File: src/rtl/sync_circular_fifo.sv
// Parametrised single-clock circular FIFO with occupancy count and almost-full/empty thresholds.
// Optional sticky overflow/underflow flags are enabled by defining FIFO_ERR_FLAGS_EN.
module sync_circular_fifo #(
  parameter int unsigned DATA_WIDTH = 8,
  parameter int unsigned DEPTH      = 16,
  parameter int unsigned AF_LEVEL   = 12,
  parameter int unsigned AE_LEVEL   = 4
) (
  input  logic                        clk,
  input  logic                        rst,
  input  logic                        write_en,
  input  logic [DATA_WIDTH-1:0]       data_in,
  input  logic                        read_en,
  output logic [DATA_WIDTH-1:0]       data_out,
  output logic                        empty,
  output logic                        full,
  output logic                        almost_empty,
  output logic                        almost_full,
`ifdef FIFO_ERR_FLAGS_EN
  input  logic                        err_clr,
  output logic                        overflow,
  output logic                        underflow,
`endif
  output logic [$clog2(DEPTH):0]      count
);

  localparam int unsigned PTR_W = $clog2(DEPTH);
  localparam int unsigned CNT_W = PTR_W + 1;

  logic [DATA_WIDTH-1:0] r_mem [DEPTH];
  logic [PTR_W-1:0]      r_wr_ptr;
  logic [PTR_W-1:0]      r_rd_ptr;
  logic [CNT_W-1:0]      r_count;
  logic [DATA_WIDTH-1:0] r_data_out;
  logic                  r_empty;
  logic                  r_full;
  logic                  r_almost_empty;
  logic                  r_almost_full;

  logic                  w_wr_acc;
  logic                  w_rd_acc;
  logic [CNT_W-1:0]      w_cnt_nxt;

  // Acceptance uses the registered flags; flags are then derived from the next count.
  always_comb begin
    w_wr_acc  = write_en && !r_full;
    w_rd_acc  = read_en && !r_empty;
    w_cnt_nxt = r_count;
    case ({w_wr_acc, w_rd_acc})
      2'b10:   w_cnt_nxt = r_count + CNT_W'(1);
      2'b01:   w_cnt_nxt = r_count - CNT_W'(1);
      default: w_cnt_nxt = r_count;
    endcase
  end

  // Storage array is intentionally not reset.
  always_ff @(posedge clk) begin
    if (w_wr_acc) begin
      r_mem[r_wr_ptr] <= data_in;
    end
  end

  always_ff @(posedge clk or posedge rst) begin
    if (rst) begin
      r_wr_ptr       <= '0;
      r_rd_ptr       <= '0;
      r_count        <= '0;
      r_data_out     <= '0;
      r_empty        <= 1'b1;
      r_full         <= 1'b0;
      r_almost_empty <= 1'b1;
      r_almost_full  <= 1'b0;
    end else begin
      if (w_wr_acc) begin
        r_wr_ptr <= r_wr_ptr + PTR_W'(1);
      end
      if (w_rd_acc) begin
        r_rd_ptr   <= r_rd_ptr + PTR_W'(1);
        r_data_out <= r_mem[r_rd_ptr];
      end
      r_count        <= w_cnt_nxt;
      r_empty        <= (w_cnt_nxt == '0);
      r_full         <= (w_cnt_nxt == CNT_W'(DEPTH));
      r_almost_empty <= (w_cnt_nxt <= CNT_W'(AE_LEVEL));
      r_almost_full  <= (w_cnt_nxt >= CNT_W'(AF_LEVEL));
    end
  end

`ifdef FIFO_ERR_FLAGS_EN
  logic r_overflow;
  logic r_underflow;

  // Sticky error flags; a new error in the same cycle beats the clear.
  always_ff @(posedge clk or posedge rst) begin
    if (rst) begin
      r_overflow  <= 1'b0;
      r_underflow <= 1'b0;
    end else begin
      if (write_en && r_full) begin
        r_overflow <= 1'b1;
      end else if (err_clr) begin
        r_overflow <= 1'b0;
      end
      if (read_en && r_empty) begin
        r_underflow <= 1'b1;
      end else if (err_clr) begin
        r_underflow <= 1'b0;
      end
    end
  end

  assign overflow  = r_overflow;
  assign underflow = r_underflow;
`endif

  assign data_out     = r_data_out;
  assign empty        = r_empty;
  assign full         = r_full;
  assign almost_empty = r_almost_empty;
  assign almost_full  = r_almost_full;
  assign count        = r_count;

endmodule

File: config.mk
export PLATFORM = sky130hd
export DESIGN_NAME = sync_circular_fifo
export DESIGN_NICKNAME = d
export VERILOG_FILES = /design/src/rtl/sync_circular_fifo.sv
export SDC_FILE = /design/constraint.sdc
export NUM_CORES = 1
export LEC_CHECK = 0
export CAP_MARGIN = 15
export CELL_PAD_IN_SITES_DETAIL_PLACEMENT = 0
export CELL_PAD_IN_SITES_GLOBAL_PLACEMENT = 2
export CORE_MARGIN = 10
export CORE_UTILIZATION = 50
export DETAILED_ROUTE_END_ITERATION = 12
export HOLD_SLACK_MARGIN = 0.05
export PLACE_DENSITY_LB_ADDON = 0.1
export SETUP_SLACK_MARGIN = 0.05
export SLEW_MARGIN = 30
export SYNTH_ARGS = -nofsm -noshare
export SYNTH_HDL_FRONTEND = slang
export SYNTH_SLANG_ARGS = --single-unit
File: constraint.sdc
create_clock -name clk -period 3.3 [get_ports clk]
set_input_delay 0.495 -clock clk [delete_from_list [all_inputs] [get_ports clk]]
set_output_delay 0.495 -clock clk [all_outputs]
set_load 0.01 [all_outputs]
==> summary.md <==
The run gives 0 as the post-cts hold buffer count. The most critical setup path has its startpoint at read_en. Dividing the detail-routed wire length by the instance count gives 21.58 um. Clock latency on the worst-skew pair, taken at its later pin, is 410 ps. Post-CTS timing repair inserted 0 buffers for setup. For the net count of the finished layout, the log shows 391.

Relative to the synthesized area, the layout overhead comes to 15.51%. The per-instance average area after synthesis works out to 18.52 um^2. Based on the critical path, the design can be clocked at up to 401.4 MHz.

Routability-driven placement finished with a final weighted congestion of 0.7296. The run gives 51.43% as the effective utilization at floorplan. The run gives 0 as the count of final hold-check violations. For the register share of total power, the log shows 42.5%. In this run the worst hold path is classified as primary input to async pin.

The overall routing resource usage was 14.67%; the top cell type's share of synthesized area was 61.96%. The worst-margin pin slew was 580.8 ps. Total nets after synthesis: 354. In the post-route analysis, the smallest setup slack over all paths is 808.6 ps.

Once the clock tree was built, the resizer swapped 0 gates to a different size. The share of cells above drive strength 1 is 20.83%. The tools report the clock tree root driver cell as clkbuf_16.

The most used flip-flop cell after synthesis is edfxtp_1. The number of synthesized flops with an enable pin came out at 128. The kind of capture point of the worst setup path was a flop.

The flow ran to the end, and the final reports show no timing, DRC or antenna violations. In this run the static leakage power is 2.441 nW. Ranked by total cell area, the synthesized netlist is headed by edfxtp_1 62%, mux4_2 12%, dfrtp_1 9.3%, mux2i_1 1.8%, and2_1 1.6%. Clock slew at the register clock pins of the worst setup and hold paths: 60 ps.

The worst setup path is launched from a primary input. For the clock network fraction of total power, the log shows 26.8%. The remaining global-route overflow came out at 0. The startpoint identified for the worst register-to-register timing path is empty$_DFF_PP1_. Routed signal wires occupy layers up through met4. The run gives 19.26 mm as the wire length of the first global-routing pass. The tools report the post-route non-filler standard cell count as 552. In this run, CTS created clock tree buffers numbering 17. The share of total power dissipated in combinational logic is 30.7%. Across the run, the number of max-cap violations was 0.

The count of nets left with antenna violations once routing finished came out at 0. Setup repair after global routing left no endpoint under its margin. The floorplan has 40 rows. The number of antenna violations at the first check in global routing is 0, and the switching share of power is 31.10%. At the placement stage, the worst setup path has a slack of 367.7 ps. The run gives 5.419 mm as the sum of routed wire segments on met1. In this run the number of H-tree levels came out at 4. For the worst setup path, the data required time is 3630 ps. The fraction of registers with async set/reset is 16.34%, and the floorplan die width is 131.4 um. The minimum clock period after layout was 2491 ps; the number of top-level pins was 29.

The design internal power is 4.308 mW, and the half-perimeter wire length after placement is 8.002 mm. The maximum root-to-sink buffer count was 2; the worst max-slew margin expressed relative to the limit was 61.16%. In the synthesized netlist, the number of instances is 335.

After synthesis, the most frequently instantiated cells are 128 x edfxtp_1, 32 x mux4_2, 23 x dfrtp_1, 23 x nand2_1, 16 x and2_1. DRC marker count from the first detailed-route iteration: 261. Dividing the detail-routed via count by the number of cells gives 5.469. The logs give 1.945 mW for the power spent charging and discharging nets and 6654 um^2 for the post-placement cell area.

edfxtp_1 takes more of the synthesized area than any other cell. For the worst voltage drop across the vdd grid, the log shows 0.3684 mV. Final count of pins violating max slew: 0. Die extent in y: 131.4 um.

The worst setup path category was primary input to flop. At the worst endpoint, the arrival time is 2820 ps. In the final timing run, aggregate negative setup slack is 0 ps. Wires add up to 11.91 mm. For this run, design rule violations remaining after detail routing come to 0. The number of port buffers is 28. The fill cell instance count of the final layout is 902, and the via count is 3019. Summed over all nets, wire length on met2 after detailed routing comes to 5.553 mm. The run gives 3214 as the number of global-route vias before repair.

The post-route fraction of the period consumed by the critical path was 75.50%. Yosys printed 0 warnings. The tools report the area of the placeable core as 12060 um^2. For the number of detailed-route iterations in the first pass, the log shows 4.

Power spread over the standard cell area amounts to 872.7 nW/um^2. The combined area of all synthesized cells was 6203 um^2. The logs give 17260 um^2 for the die area and 72.09% for the sequential fraction of the synthesis area.

Most used standard cell by instance count after synthesis: edfxtp_1. For this design, the sink count on the clock tree is 153. Measured on the finished design, the core utilization comes to 59.41%. For the sum of met3 wire segment lengths after detailed routing, the log shows 765 um. The netlist uses 46 different library cells. The post-route clock skew is 4.533 ps. TritonCTS built the clock tree. Along the worst path, the maximum fanout reaches 4. The run gives 7166 um^2 as the final cell area excluding filler cells. Synthesis inferred 153 register bits.

The run gives 0 as the total setup violations reported at the end of the flow. The tools report the diode insertion count for antenna repair as 0. The logs give 36 for the pin count of the biggest net entering global routing and 521 for the count of placed standard cells including taps.
## flip-flops by register name (all words and copies together), names as in the netlist
signal        flops
empty             1
full              1
count             5
r_mem           128
data_out          8
almost_empty      1
almost_full       1
r_rd_ptr          4
r_wr_ptr          4
## layer usage
layer / vias up / global-route usage [%]
met5: - / 0
met4: 0 / 5.253
met3: 16 / 4.002
met2: 73 / 22.15
met1: 1536 / 20.02
li1: 1394 / -
## path summary, 6_finish.rpt
path                                      endpoint  slack (ps)  cells past startpoint
min in group clk           data_out[6]$_DFFE_PP0P_         510                      2
max in group asynchronous   almost_empty$_DFF_PP1_        2570                      3
setup / recovery                    full$_DFF_PP0_         810                     10
setup reg to reg                    full$_DFF_PP0_         950                      9
hold reg to reg            data_out[6]$_DFFE_PP0P_         510                      2
hold / removal                  count[4]$_DFF_PP0_         440                      3
## critical path: stages
cell and delay (ps):
clkdlybuf4s50_1 500, nand2b_4 90, nor2_1 190, xor2_1 180
ha_1 230, nor2b_1 190, a32oi_1 130, o22a_1 230
or3_4 380, a211oi_2 210
## stage by stage
stage | hold slack [ps] | power (mW)
floorplan | 493.0 | 3.993
global placement | 504.3 | 4.653
detailed placement | 505.7 | 4.664
CTS | 439.8 | 6.326
global route | 472.5 | 6.611
finish | 439.4 | 6.253
## kinds of logic after synthesis
family	synth area share [%]
compound gates	3.691
xor+xnor	1.271
fa+ha+maj	1.412
buf+inv	2.098
flops	72.09
mux	13.94
simple gates	5.506
## power groups by stage
| stage | Combinational (mW) | Sequential (mW) | Clock (mW) |
|---|---|---|---|
| finish | 1.92 | 2.66 | 1.67 |
| global route | 2.11 | 2.71 | 1.79 |
| CTS | 1.96 | 2.66 | 1.70 |
| detailed placement | 1.96 | 2.70 | 0 |
| global placement | 1.96 | 2.69 | 0 |
| floorplan | 1.37 | 2.62 | 0 |
## cell type report
type / count / area (um^2) / area share, %
sequential: 153 / 4473 / 62.42
multi-input combinational: 160 / 1602 / 22.35
clock buffer: 18 / 429.2 / 5.989
timing repair buffer: 33 / 330.3 / 4.610
tap: 168 / 210.2 / 2.933
clock inverter: 13 / 82.58 / 1.152
inverter: 7 / 38.79 / 0.5413
## placed cells by master (no fill, tap or decap), types with 6 or more instances in the layout
cell / synthesis / layout
a21oi_1: 8 / 8
and2_1: 16 / 16
clkbuf_16: 0 / 17
clkdlybuf4s50_1: 0 / 28
clkinvlp_4: 0 / 6
dfrtp_1: 23 / 22
edfxtp_1: 128 / 128
ha_1: 7 / 7
mux2i_1: 11 / 11
mux4_2: 32 / 32
nand2_1: 23 / 23
nor2_1: 6 / 6
nor3_1: 6 / 6
o21ai_0: 6 / 6
xnor2_1: 8 / 8
Power figures use the tool's default switching activity.
